`config.mk`:
```
export PLATFORM = sky130hd
export DESIGN_NAME = mem_stage
export DESIGN_NICKNAME = d
export VERILOG_FILES = /design/src/rtl/mem_stage.sv
export SDC_FILE = /design/constraint.sdc
export NUM_CORES = 1
export LEC_CHECK = 0
export ABC_AREA = 1
export BUFFER_PORTS_ARGS = -buffer_cell sky130_fd_sc_hd__buf_2
export CORE_ASPECT_RATIO = 0.8
export CORE_MARGIN = 5
export CORE_UTILIZATION = 55
export CTS_BUF_LIST = sky130_fd_sc_hd__clkbuf_8
export CTS_CLUSTER_DIAMETER = 100
export DETAILED_ROUTE_END_ITERATION = 8
export HOLD_SLACK_MARGIN = 0.1
export MAX_ROUTING_LAYER = met4
export PLACE_DENSITY = 0.95
export SYNTH_ARGS = -nofsm -noshare
export SYNTH_HDL_FRONTEND = slang
export SYNTH_SLANG_ARGS = --single-unit
```
`constraint.sdc`:
```
create_clock -name clk -period 17.1 [get_ports clk]
set_input_delay 1.71 -clock clk [delete_from_list [all_inputs] [get_ports clk]]
set_output_delay 1.71 -clock clk [all_outputs]
set_load 0.03 [all_outputs]
```
`src/rtl/mem_stage.sv`:
```
// Memory stage: turns ex_mem load/store requests into single bus transactions,
// stalls the pipeline while waiting for ack, and aborts on misalignment or timeout.
module mem_stage #(
  parameter int unsigned TIMEOUT = 255
) (
  input  logic        clk,
  input  logic        rst,
  input  logic        valid_i,
  input  logic [3:0]  mem_op_i,
  input  logic [31:0] mem_addr_i,
  input  logic [31:0] store_data_i,
  input  logic [4:0]  reg_write_addr_i,
  input  logic        reg_write_en_i,
  input  logic [31:0] reg_write_data_i,
  output logic        data_req_o,
  output logic        data_we_o,
  output logic [31:0] data_addr_o,
  output logic [3:0]  data_sel_o,
  output logic [31:0] data_wdata_o,
  input  logic        data_ack_i,
  input  logic [31:0] data_rdata_i,
  output logic [4:0]  reg_write_addr_o,
  output logic        reg_write_en_o,
  output logic [31:0] reg_write_data_o,
  output logic        stallreq_o,
  output logic        addr_err_o,
  output logic        bus_err_o
);

  localparam int unsigned CW = 8;
  localparam logic [CW-1:0] CNT_LAST = CW'(TIMEOUT - 1);

  typedef enum logic {IDLE, BUSY} state_e;

  // Access size code: 0 none, 1 byte, 2 half, 3 word
  function automatic logic [1:0] op_size(input logic [3:0] op);
    case (op)
      4'd1, 4'd2, 4'd6: op_size = 2'd1;
      4'd3, 4'd4, 4'd7: op_size = 2'd2;
      4'd5, 4'd8:       op_size = 2'd3;
      default:          op_size = 2'd0;
    endcase
  endfunction

  state_e       state_q, state_d;
  logic [CW-1:0] cnt_q, cnt_d;
  logic         req_q, req_d, we_q, we_d;
  logic [31:0]  addr_q, addr_d, wdata_q, wdata_d, alu_q, alu_d;
  logic [3:0]   sel_q, sel_d, op_q, op_d;
  logic [1:0]   off_q, off_d;
  logic [4:0]   rda_q, rda_d;
  logic         rde_q, rde_d;

  logic [1:0]   size_in, size_lat;
  logic         aligned, is_store;
  logic [3:0]   sel_c;
  logic [31:0]  wdata_c, load_c;
  logic [7:0]   lane_b;
  logic [15:0]  lane_h;

  // Decode of the incoming instruction
  always_comb begin
    size_in  = op_size(mem_op_i);
    is_store = (mem_op_i == 4'd6) || (mem_op_i == 4'd7) || (mem_op_i == 4'd8);
    aligned  = 1'b1;
    sel_c    = 4'b1111;
    wdata_c  = store_data_i;
    case (size_in)
      2'd1: begin
        sel_c   = 4'b1000 >> mem_addr_i[1:0];
        wdata_c = {4{store_data_i[7:0]}};
      end
      2'd2: begin
        aligned = ~mem_addr_i[0];
        sel_c   = mem_addr_i[1] ? 4'b0011 : 4'b1100;
        wdata_c = {2{store_data_i[15:0]}};
      end
      2'd3: aligned = (mem_addr_i[1:0] == 2'b00);
      default: ;
    endcase
  end

  // Big-endian lane extraction for the latched load
  always_comb begin
    size_lat = op_size(op_q);
    case (off_q)
      2'd0:    lane_b = data_rdata_i[31:24];
      2'd1:    lane_b = data_rdata_i[23:16];
      2'd2:    lane_b = data_rdata_i[15:8];
      default: lane_b = data_rdata_i[7:0];
    endcase
    lane_h = off_q[1] ? data_rdata_i[15:0] : data_rdata_i[31:16];
    case (size_lat)
      2'd1:    load_c = (op_q == 4'd1) ? {{24{lane_b[7]}}, lane_b} : {24'b0, lane_b};
      2'd2:    load_c = (op_q == 4'd3) ? {{16{lane_h[15]}}, lane_h} : {16'b0, lane_h};
      default: load_c = data_rdata_i;
    endcase
  end

  // Next-state and combinational write-back / handshake outputs
  always_comb begin
    state_d = state_q;
    cnt_d   = cnt_q;
    req_d   = req_q;
    we_d    = we_q;
    addr_d  = addr_q;
    sel_d   = sel_q;
    wdata_d = wdata_q;
    op_d    = op_q;
    off_d   = off_q;
    rda_d   = rda_q;
    rde_d   = rde_q;
    alu_d   = alu_q;
    reg_write_addr_o = reg_write_addr_i;
    reg_write_en_o   = reg_write_en_i;
    reg_write_data_o = reg_write_data_i;
    stallreq_o       = 1'b0;
    addr_err_o       = 1'b0;
    bus_err_o        = 1'b0;
    case (state_q)
      IDLE: begin
        if (valid_i && size_in != 2'd0) begin
          reg_write_en_o = 1'b0;
          if (!aligned) begin
            addr_err_o = 1'b1;
          end else begin
            stallreq_o = 1'b1;
            state_d    = BUSY;
            cnt_d      = '0;
            req_d      = 1'b1;
            we_d       = is_store;
            addr_d     = {mem_addr_i[31:2], 2'b00};
            sel_d      = sel_c;
            wdata_d    = wdata_c;
            op_d       = mem_op_i;
            off_d      = mem_addr_i[1:0];
            rda_d      = reg_write_addr_i;
            rde_d      = reg_write_en_i;
            alu_d      = reg_write_data_i;
          end
        end
      end
      BUSY: begin
        reg_write_addr_o = rda_q;
        reg_write_en_o   = 1'b0;
        reg_write_data_o = alu_q;
        if (data_ack_i) begin
          reg_write_en_o   = rde_q;
          reg_write_data_o = we_q ? alu_q : load_c;
          state_d          = IDLE;
          req_d            = 1'b0;
        end else if (cnt_q == CNT_LAST) begin
          bus_err_o = 1'b1;
          state_d   = IDLE;
          req_d     = 1'b0;
        end else begin
          stallreq_o = 1'b1;
          cnt_d      = cnt_q + 1'b1;
        end
      end
      default: state_d = IDLE;
    endcase
    // Reset silences every combinational output immediately
    if (rst) begin
      reg_write_addr_o = '0;
      reg_write_en_o   = 1'b0;
      reg_write_data_o = '0;
      stallreq_o       = 1'b0;
      addr_err_o       = 1'b0;
      bus_err_o        = 1'b0;
    end
  end

  always_ff @(posedge clk or posedge rst) begin
    if (rst) begin
      state_q <= IDLE;
      cnt_q   <= '0;
      req_q   <= 1'b0;
      we_q    <= 1'b0;
      addr_q  <= '0;
      sel_q   <= '0;
      wdata_q <= '0;
      op_q    <= '0;
      off_q   <= '0;
      rda_q   <= '0;
      rde_q   <= 1'b0;
      alu_q   <= '0;
    end else begin
      state_q <= state_d;
      cnt_q   <= cnt_d;
      req_q   <= req_d;
      we_q    <= we_d;
      addr_q  <= addr_d;
      sel_q   <= sel_d;
      wdata_q <= wdata_d;
      op_q    <= op_d;
      off_q   <= off_d;
      rda_q   <= rda_d;
      rde_q   <= rde_d;
      alu_q   <= alu_d;
    end
  end

  assign data_req_o   = req_q;
  assign data_we_o    = we_q;
  assign data_addr_o  = addr_q;
  assign data_sel_o   = sel_q;
  assign data_wdata_o = wdata_q;

endmodule

```
==> impl_metrics.yaml, run 1 <==
drt:
  first_iter_violations: 680
  wl_um: 22170
  vias_per_cell: 5.505
  vias: 7481
  wire_per_inst_um: 16.32
  final_antenna_net_count: 0
  drc_errors: 0
  firstDrtPassIters: 5
placement:
  portBuffers: 250
  dpl.hpwl_um: 15840
  pre_cts_ws_ps: 11100
  place_area_um2: 8030
  gp_congestion: 0.9505
  dp.cells: 1327
cts:
  root_buffer: "clkbuf_8"
  cts_buffer_depth: 2
  clkSlewWorstSetupHoldPaths_ps: 80
  cts_sinks: 121
  cts_buffers: 17
  hold_buffers: 0
  post_cts_buffers: 0
  cts_tree: "yes"
  clkLatencyLatePin_ps: 450
  cts-htree-levels: 4
  ctsResizeCount: 0
power_and_ir_drop:
  switching_power_w: 0.0006769
  combPwrFrac_pct: 48.1
  sw_frac_of_total_pct: 48.62
  cellLeakagePower_nw: 4.854
  p_int_w: 0.0007153
  peakVddDrop_mv: 0.1024
  p_clk_share_pct: 19.9
  power_per_cell_area_nw_per_um2: 164.7
  p_seq_share_pct: 32.0
timing:
  fin_ws_ps: 11100
  min_period_over_period_pct: 35.09
  drv_slew: 0
  maxSlewHeadroom_pct: 39.61
  fin_skew_ps: 11.75
  finalSetupTns_ps: 0
  finalSetupViolCount: 0
  finalHoldViolCount: 0
  timing.fmax_mhz: 166.7
  grt_setup_unrepaired: "no"
  tightestPinTransition_ps: 905.9
  fin_crit_ps: 6001
setup_path:
  worstPathArrival_ps: 4290
  crit_family: "simple AND/OR/NAND/NOR gates"
  startpoint_type: "input port"
  rr_worst_depth: 7
  path_class: "input port to output port"
  crit_path_end_kind: "output port"
  critPathSlowestCell: "nand2_4"
  crit_path_max_incr_delay_ps: 390
  required_ps: 15390
  cp_max_fo: 60
  path_buf_inv: 6
  crit_cells: 14
  path_common_cell: "inv_1"
  cp_cell_sequence: "buf_2 > inv_1 > ha_1 > nand3_1 > inv_1 > a21oi_1 > inv_1 > ha_1 > o21ai_1 > nand2_4 > nand2_2 > inv_2 > nor2_1 > buf_2"
global_route:
  grt_pass1_wl_um: 34680
  grt_usage_pct: 30.66
  grt_max_degree: 98
  grt_overflow_total: 0
  grt_pass1_vias: 7049
  antenna_found_initial: 0
cells_and_area:
  fillers: 1017
  seq_area_um2: 3028
  drive_gt1_share_pct: 25.60
  multi_input_area_um2: 3294
  instances_no_fill: 1359
  nets: 1350
  post-route-cell-area_um2: 8456
  antenna_cells: 0
  areaGrowthSynthToFinish_pct: 23.93
floorplan:
  fp.dieArea_um2: 14750
  core_um2: 12160
  num_io_pins: 253
  row_count: 36
  dieHeight_um: 109.6
  die_w_um: 134.5
  initial_utilization_pct: 56.10
min_path:
  hold_path_class: "register to register"
  whs_path_depth: 2
synthesis:
  synth_area_leader_cell: "dfrtp_1"
  synth_seq_cells: 121
  yosysSeqAreaShare_pct: 44.38
  ys_types: 32
  syn_area_um2: 6823
  syn-instance-count: 972
  avgSynthCellArea_um2: 7.019
  ys_warn_count: 0
  yosys.area.top_type_share_pct: 44.38
  ys_top_cells_by_area: "dfrtp_1, nand2_1, a21oi_1, o21ai_0, nor2_1"
outcome:
  status: "finished clean"
run:
  cap_violations: 0
-- routing by layer --
layer  wire length (um)  track usage (%)
met1               8531            37.87
met2              10600            49.00
met3               2422            6.908
met4                622            13.59
met5                  0                -
-- final timing paths --
check	slack, ps	startpoint	to
hold / removal	480	data_addr_o[3]	data_addr_o[3]
min in group asynchronous	1460	rst	alu_q[29]
setup / recovery	11100	mem_op_i[1]	stallreq_o
max in group asynchronous	14430	rst	off_q[1]
setup reg to reg	14080	state_q	data_sel_o[2]
hold reg to reg	480	data_addr_o[3]	data_addr_o[3]
-- layout by cell type, fill, tap and decap left out, types with 3 or more instances in the layout --
| cell | netlist | layout |
|---|---|---|
| a21oi_1 | 90 | 90 |
| a22oi_1 | 7 | 7 |
| a31oi_1 | 4 | 4 |
| buf_2 | 21 | 250 |
| buf_4 | 10 | 5 |
| bufinv_16 | 0 | 3 |
| clkbuf_8 | 0 | 17 |
| clkinv_4 | 0 | 5 |
| dfrtp_1 | 121 | 121 |
| ha_1 | 14 | 14 |
| inv_1 | 49 | 48 |
| inv_2 | 7 | 7 |
| inv_6 | 0 | 3 |
| nand2_1 | 430 | 430 |
| nand2_2 | 6 | 5 |
| nand2_4 | 2 | 3 |
| nand3_1 | 23 | 23 |
| nor2_1 | 67 | 67 |
| nor3_1 | 4 | 4 |
| o21ai_0 | 56 | 56 |
| o21ai_1 | 16 | 16 |
| o31ai_1 | 8 | 8 |
| xor2_1 | 3 | 3 |
-- sequential cells by signal, summed over array words and instances, names as in the netlist --
name          cells
rda_q             5
data_req_o        1
alu_q            32
off_q             2
cnt_q             8
op_q              4
data_sel_o        4
rde_q             1
state_q           1
data_we_o         1
data_wdata_o     32
data_addr_o      30
-- cell families (layout without fill, tap and decap cells) --
| group | count (synthesis) | after routing | share of synthesized area (%) |
|---|---|---|---|
| and+or+nand+nor | 537 | 537 | 30.86 |
| AOI/OAI and AO/OA | 183 | 183 | 14.16 |
| DFF | 121 | 121 | 44.38 |
| buffers and inverters | 112 | 346 | 7.464 |
| adders and majority gates | 14 | 14 | 2.567 |
| xor gates and xnor gates | 4 | 4 | 0.5136 |
| other | 1 | 2 | 0.05496 |
-- final cells by class --
class                      count  share of cell area (%)
multi-input combinational    740                   38.96
sequential                   121                   35.81
timing repair buffer         255                   15.24
clock buffer                  17                   2.767
inverter                      59                   2.708
clock inverter                15                   2.264
tap                          152                   2.249
-- worst min-delay path: stages, from the launching register on --
cell and delay [ps]:
dfrtp_1 340, nand2_1 60, nand2_1 50
-- power by group through the flow --
stage          logic (W)  registers, W  clock network (W)
6_report        0.000669      0.000445           0.000277
5_1_grt         0.000733      0.000457           0.000292
4_1_cts         0.000667      0.000443           0.000281
3_5_place_dp    0.000664      0.000444                  0
3_3_place_gp    0.000650      0.000443                  0
2_1_floorplan   0.000376      0.000547                  0
-- cells in the mapped netlist --
| cell type | n |
|---|---|
| inv_1 | 49 |
| o21ai_2 | 2 |
| a31oi_1 | 4 |
| nand2_4 | 2 |
| xnor2_1 | 1 |
| o21ai_1 | 16 |
| xor2_1 | 3 |
| nand3_2 | 1 |
| clkinv_1 | 2 |
| a21oi_1 | 90 |
| buf_2 | 21 |
| nor4_1 | 1 |
| a22oi_1 | 7 |
| dfrtp_1 | 121 |
| buf_1 | 2 |
| nand3_1 | 23 |
| buf_4 | 10 |
| nor2_1 | 67 |
| nor3_2 | 1 |
| ha_1 | 14 |
| nand2_1 | 430 |
| o21ai_0 | 56 |
| clkbuf_1 | 17 |
| o31ai_1 | 8 |
| nor3b_1 | 1 |
| nor3_1 | 4 |
| buf_6 | 3 |
| conb_1 | 1 |
| nand2_2 | 6 |
| nor2_4 | 1 |
| inv_2 | 7 |
| inv_4 | 1 |
-- per-stage QoR --
step                hold WS, ps  total power, W  utilization, %
global route              489.7        0.001482           69.53
finish                    481.9        0.001392           69.53
CTS                       483.9        0.001391           69.53
detailed placement        461.3        0.001109           66.03
global placement          457.0        0.001093           66.03
floorplan                 449.1       0.0009234               -
Note: power is estimated with default switching activity, not from simulation.
==> run 2, diff against run 1 <==
--- a/config.mk
+++ b/config.mk
@@ -9,13 +9,13 @@
 export BUFFER_PORTS_ARGS = -buffer_cell sky130_fd_sc_hd__buf_2
 export CORE_ASPECT_RATIO = 0.8
 export CORE_MARGIN = 5
-export CORE_UTILIZATION = 55
+export CORE_UTILIZATION = 52
 export CTS_BUF_LIST = sky130_fd_sc_hd__clkbuf_8
 export CTS_CLUSTER_DIAMETER = 100
 export DETAILED_ROUTE_END_ITERATION = 8
 export HOLD_SLACK_MARGIN = 0.1
 export MAX_ROUTING_LAYER = met4
-export PLACE_DENSITY = 0.95
+export PLACE_DENSITY = 0.91
 export SYNTH_ARGS = -nofsm -noshare
 export SYNTH_HDL_FRONTEND = slang
 export SYNTH_SLANG_ARGS = --single-unit
==> constraint.sdc (replaced) <==
create_clock -name clk -period 5.72 [get_ports clk]
set_input_delay 0.572 -clock clk [delete_from_list [all_inputs] [get_ports clk]]
set_output_delay 0.572 -clock clk [all_outputs]
set_load 0.03 [all_outputs]
==> run 2 against run 1 <==
  * Clock skew shrank 5.2 ps
  * Largest cell class unchanged
  * Hold slack lost 160 ps
  * Critical path depth shrank 2
  * Critical path type is now register to output port
  * Sequential share of layout area shrank 0.069 points
  * Cell count grew 1.5%
  * Register-to-register slack lost 11000 ps
  * Wire length shrank 2.1%
  * Total power grew to 3.0 times the previous value
  * Sequential power grew to 3.0 times the previous value
  * Clock power grew to 2.9 times the previous value
  * Via count shrank 1.8%
==> impl_metrics.yaml, run 2 (synthesized netlist as in run 1, its figures left out) <==
cells_and_area:
  layout_commonest_cell: "nand2_1"
  drive_gt1_share_pct: 25.31
  nets: 1350
  antenna_cells: 0
  final_cell_mix: "nand2_1, buf_2, dfrtp_1"
  areaGrowthSynthToFinish_pct: 24.17
  instances_no_fill: 1380
setup_path:
  r2r-end: "alu_q[11]"
  worstPathArrival_ps: 3550
  required_ps: 5150
  r2r-start: "state_q"
  crit_path_end_kind: "output port"
  startpoint_type: "register"
  rr_worst_depth: 6
  path_class: "register to output port"
  rrSetupSlack_ps: 2960
  cp_max_fo: 26
timing:
  finalHoldViolCount: 0
  tightestPinTransition_ps: 1039
  drv_slew: 0
  finalSetupTns_ps: 0
  fin_skew_ps: 6.555
  min_period_over_period_pct: 72.00
  maxSlewHeadroom_pct: 30.72
  grt_setup_unrepaired: "no"
  fin_crit_ps: 4118
  finalSetupViolCount: 0
  timing.fmax_mhz: 242.8
global_route:
  grt_pass1_vias: 7089
  antenna_found_initial: 0
  use_met3_pct: 7.112
  met1_usage_pct: 36.46
  grt_max_degree: 98
  grt_pass1_wl_um: 35250
  grt.met2_usage_pct: 43.66
  grt_most_used_layer: "met2"
  grt_usage_pct: 28.46
  grt_overflow_total: 0
drt:
  firstDrtPassIters: 7
  drc_errors: 0
  vias: 7349
  first_iter_violations: 720
  wire_per_inst_um: 15.73
  wl_um: 21700
  vias_per_cell: 5.325
  final_antenna_net_count: 0
placement:
  gp_congestion: 0.9724
  portBuffers: 250
  dpl.hpwl_um: 15650
  dp.cells: 1350
cts:
  cts_buffers: 17
  cts-htree-levels: 4
  cts_tree: "yes"
  clkLatencyLatePin_ps: 420
  post_cts_buffers: 0
  hold_buffers: 0
  cts_buffer_depth: 2
  root_buffer: "clkbuf_8"
  clkSlewWorstSetupHoldPaths_ps: 70
  cts_sinks: 121
  ctsResizeCount: 0
outcome:
  status: "finished clean"
floorplan:
  num_io_pins: 253
  dieHeight_um: 112.5
  die_w_um: 138.1
  initial_utilization_pct: 53.01
  fp.dieArea_um2: 15530
  row_count: 37
  core_um2: 12870
power_and_ir_drop:
  power_per_cell_area_nw_per_um2: 486.5
  p_seq_share_pct: 32.3
  cellLeakagePower_nw: 4.856
  peakVddDrop_mv: 0.3184
  switching_power_w: 0.001953
  combPwrFrac_pct: 48.2
  p_total_w: 0.004122
  sw_frac_of_total_pct: 47.38
  p_int_w: 0.002169
  p_clk_share_pct: 19.5
min_path:
  hold_path_class: "input port to async pin"
run:
  cap_violations: 0
## run 2: changes by cell type in the layout (fill, tap and decap cells not counted)
cell / delta
clkinv_4: -4
inv_1: +2
clkbuf_8: +4
inv_6: -2
inv_8: -2
## run 2: worst max-delay path by stage
stage,start,endpoint,slack (ps),cells after the start
after detailed placement,mem_op_i[1],alu_q[11],1780,14
after floorplan,rst,reg_write_data_o[27],1870,4
after global placement,mem_op_i[0],data_addr_o[30],1920,14
after CTS,op_q[0],reg_write_data_o[30],1630,12
final,op_q[0],reg_write_data_o[30],1600,12
after global routing,op_q[0],reg_write_data_o[28],1330,13
## run 2: worst max-delay path, cell delays in order, from the launching register on
cell     delay [ps]
dfrtp_1         420
inv_1            60
ha_1            190
a21oi_1         180
a31oi_1          90
ha_1            870
inv_2           340
nand2_1         180
nand2_1         100
nand2_4         180
nand2_1          80
a21oi_1         200
buf_2           240
## run 2: area by class of cell
cell class	instances	area [um^2]
clock buffers	21	289.0
multi-input cells	740	3294
inverters	59	229.0
clock inverters	9	123.9
well taps	175	219.0
flip-flops and latches	121	3028
fillers	1146	4398
repair buffers	255	1289
## run 2: power by group through the flow
| stage | registers (W) | logic, W | clock network (W) |
|---|---|---|---|
| 3_3_place_gp | 0.00133 | 0.00193 | 0 |
| 4_1_cts | 0.00133 | 0.00197 | 0.000820 |
| 6_report | 0.00133 | 0.00199 | 0.000805 |
| 5_1_grt | 0.00137 | 0.00219 | 0.000852 |
| 3_5_place_dp | 0.00133 | 0.00197 | 0 |
| 2_1_floorplan | 0.00164 | 0.00113 | 0 |
## run 2: metal layers
metal  share of wire, %  vias to the layer above
li1                   -                     3519
met1                 40                     3345
met2                 46                      437
met3                 11                       48
met4                3.1                        0
met5                  0                        -
## run 2: through the flow
step / setup WS (ps) / hold slack (ps) / instance area (um^2) / utilization [%]
3_5_place_dp: 1778 / 459.8 / 8059 / 62.62
3_3_place_gp: 1922 / 456.8 / 8059 / 62.62
2_1_floorplan: 1872 / 449.1 / 6828 / -
6_report: 1602 / 326.8 / 8472 / 65.83
5_1_grt: 1332 / 327.2 / 8472 / 65.83
4_1_cts: 1633 / 315.8 / 8472 / 65.83
==> run 3, diff against run 2 <==
--- a/config.mk
+++ b/config.mk
@@ -5,7 +5,7 @@
 export SDC_FILE = /design/constraint.sdc
 export NUM_CORES = 1
 export LEC_CHECK = 0
-export ABC_AREA = 1
+export ABC_AREA = 0
 export BUFFER_PORTS_ARGS = -buffer_cell sky130_fd_sc_hd__buf_2
 export CORE_ASPECT_RATIO = 0.8
 export CORE_MARGIN = 5
@@ -15,7 +15,7 @@
 export DETAILED_ROUTE_END_ITERATION = 8
 export HOLD_SLACK_MARGIN = 0.1
 export MAX_ROUTING_LAYER = met4
-export PLACE_DENSITY = 0.91
+export PLACE_DENSITY = 0.9
 export SYNTH_ARGS = -nofsm -noshare
 export SYNTH_HDL_FRONTEND = slang
 export SYNTH_SLANG_ARGS = --single-unit
==> constraint.sdc (replaced) <==
create_clock -name clk -period 4 [get_ports clk]
set_input_delay 0.4 -clock clk [delete_from_list [all_inputs] [get_ports clk]]
set_output_delay 0.4 -clock clk [all_outputs]
set_load 0.03 [all_outputs]
==> run 3 against run 2 <==
  * Flip-flop and latch count stayed put
  * Cell count is 21% lower
  * Count of clock-buffer cells in the layout is 4 lower
  * Largest power group unchanged
  * Sequential power is 49% higher
  * Clock power is 39% higher
  * Via count is 13% lower
  * Core utilization is 0.30 points lower
==> impl_metrics.yaml, run 3 <==
outcome:
  status: "finished clean"
drt:
  first_iter_violations: 398
  wire_per_inst_um: 19.59
  wl_um: 21500
  vias_per_cell: 5.829
  vias: 6394
  drc_errors: 0
  firstDrtPassIters: 5
  final_antenna_net_count: 0
min_path:
  hold_path_class: "input port to register"
synthesis:
  yosysSeqAreaShare_pct: 42.60
  synth_fa_ha_area_share_pct: 2.464
  ys_top_cells_by_area: "dfrtp_1, mux2_4, mux2_2, o21ai_0, nor2_1"
  ys_types: 61
  avgSynthCellArea_um2: 10.62
  ys_warn_count: 0
  async_flop_share_pct: 100.0
  synth_top_family_by_area: "compound AO/OA/AOI/OAI gates"
  syn-instance-count: 669
  synth_compound_area_share_pct: 19.68
  syn_area_um2: 7108
  muxShareOfSynthArea_pct: 19.50
  synthFlopType: "dfrtp_1"
  ys_top_cells_by_count: "dfrtp_1, o21ai_0, nor2_1"
  synth_area_leader_cell: "dfrtp_1"
  synth_edf_count: 0
  yosys.area.top_type_share_pct: 42.60
  synth-simple-area-share_pct: 9.752
  synth_seq_cells: 121
  yosysMostFrequentCell: "dfrtp_1"
  synth_xor_area_share_pct: 0.3697
cells_and_area:
  drive_gt1_share_pct: 45.20
  multi_input_area_um2: 3704
  instances_no_fill: 1097
  areaGrowthSynthToFinish_pct: 24.49
  layout_commonest_cell: "buf_2"
  seq_area_um2: 3029
  fin_util_pct: 65.53
  nets: 1060
  fillers: 1059
  final_cell_mix: "buf_2, dfrtp_1, o21ai_0"
placement:
  gp_congestion: 0.9278
  dp.cells: 1064
  dpl.hpwl_um: 16040
  portBuffers: 250
cts:
  cts_buffers: 17
  cts_tree: "yes"
  cts_sinks: 121
  cts_buffer_depth: 2
  clkLatencyLatePin_ps: 450
  clkSlewWorstSetupHoldPaths_ps: 90
  cts-htree-levels: 4
  hold_buffers: 0
  root_buffer: "clkbuf_8"
global_route:
  grt_overflow_total: 0
  grt_usage_pct: 27.89
  grt_pass1_vias: 6533
  grt_max_degree: 61
  antenna_found_initial: 1
  grt_pass1_wl_um: 34290
power_and_ir_drop:
  power_per_cell_area_nw_per_um2: 703.3
  peakVddDrop_mv: 0.5134
  cellLeakagePower_nw: 4.318
  p_total_w: 0.006224
timing:
  finalSetupViolCount: 0
  timing.fmax_mhz: 269.8
  tightestPinTransition_ps: 861.3
  finalSetupTns_ps: 0
  fin_hold_ws_ps: 178.1
  maxSlewHeadroom_pct: 42.58
  drv_slew: 0
  fin_crit_ps: 3706
  grt_setup_unrepaired: "no"
  min_period_over_period_pct: 92.66
  finalHoldViolCount: 0
  fin_skew_ps: 14.05
setup_path:
  path_class: "register to output port"
  required_ps: 3600
  worstPathArrival_ps: 3310
  startpoint_type: "register"
  cp_max_fo: 22
  crit_path_end_kind: "output port"
floorplan:
  num_io_pins: 253
  core_um2: 13500
  die_w_um: 140.7
  fp.dieArea_um2: 16120
  dieHeight_um: 114.6
  row_count: 38
  initial_utilization_pct: 52.64
run:
  cap_violations: 0
run 3: critical path: stages, from the launching register on:
cell and delay [ps]:
dfrtp_1 430, inv_1 70, ha_1 280, inv_1 30
o21a_1 180, ha_2 460, clkinv_1 250, buf_4 290
o21ai_0 230, a32oi_4 100, buf_12 180, o2bb2ai_1 140
buf_2 210
run 3: cell families after synthesis:
group	Yosys count
flip-flops	121
XOR/XNOR	3
adder cells (fa/ha/maj)	14
multiplexers	111
AND/OR/NAND/NOR	149
other	1
AO/OA/AOI/OAI	194
buffers and inverters	76
run 3: per-stage QoR:
| stage | worst slack [ps] | instance area, um^2 |
|---|---|---|
| 4_1_cts | 199.1 | 8840 |
| 3_3_place_gp | 630.2 | 8422 |
| 3_5_place_dp | 479.8 | 8422 |
| 2_1_floorplan | 318.5 | 7116 |
| 5_1_grt | 23.66 | 8848 |
| 6_report | 293.6 | 8848 |
run 3: metal layers:
metal | share of wire (%) | GRT usage, % | up-vias
li1 | - | - | 2902
met1 | 40 | 33.90 | 3083
met2 | 47 | 44.01 | 355
met3 | 11 | 8.935 | 54
met4 | 2.6 | 10.07 | 0
met5 | 0 | - | -
run 3: final timing paths:
check,startpoint,end,slack [ps],cells past startpoint
hold reg to reg,rda_q[1],rda_q[1],500,1
hold / removal,mem_addr_i[17],data_addr_o[17],180,2
min in group asynchronous,rst,alu_q[31],310,2
setup reg to reg,state_q,data_wdata_o[7],1450,6
max in group asynchronous,rst,state_q,2610,3
setup / recovery,op_q[0],reg_write_data_o[30],290,12
run 3: power breakdown:
| group | leakage [nW] | internal, W | switching, W |
|---|---|---|---|
| Clock | 0.192 | 0.000567 | 0.000552 |
| Combinational | 2.66 | 0.00116 | 0.00197 |
| Sequential | 1.47 | 0.00167 | 0.000316 |
run 3: layout make-up:
cell class / count / area share [%]
inverter: 26 / 1.145
antenna: 1 / 0.02828
clock inverter: 14 / 1.852
sequential: 121 / 34.23
timing repair buffer: 265 / 15.70
multi-input combinational: 473 / 41.86
clock buffer: 17 / 2.644
tap: 180 / 2.545
run 3: timing repair:
action                                  4_1_cts  5_1_grt
endpoints found under the setup margin        3       21
setup buffers                                 1        0
gates resized for setup                       0        2
pin swaps                                     1        0
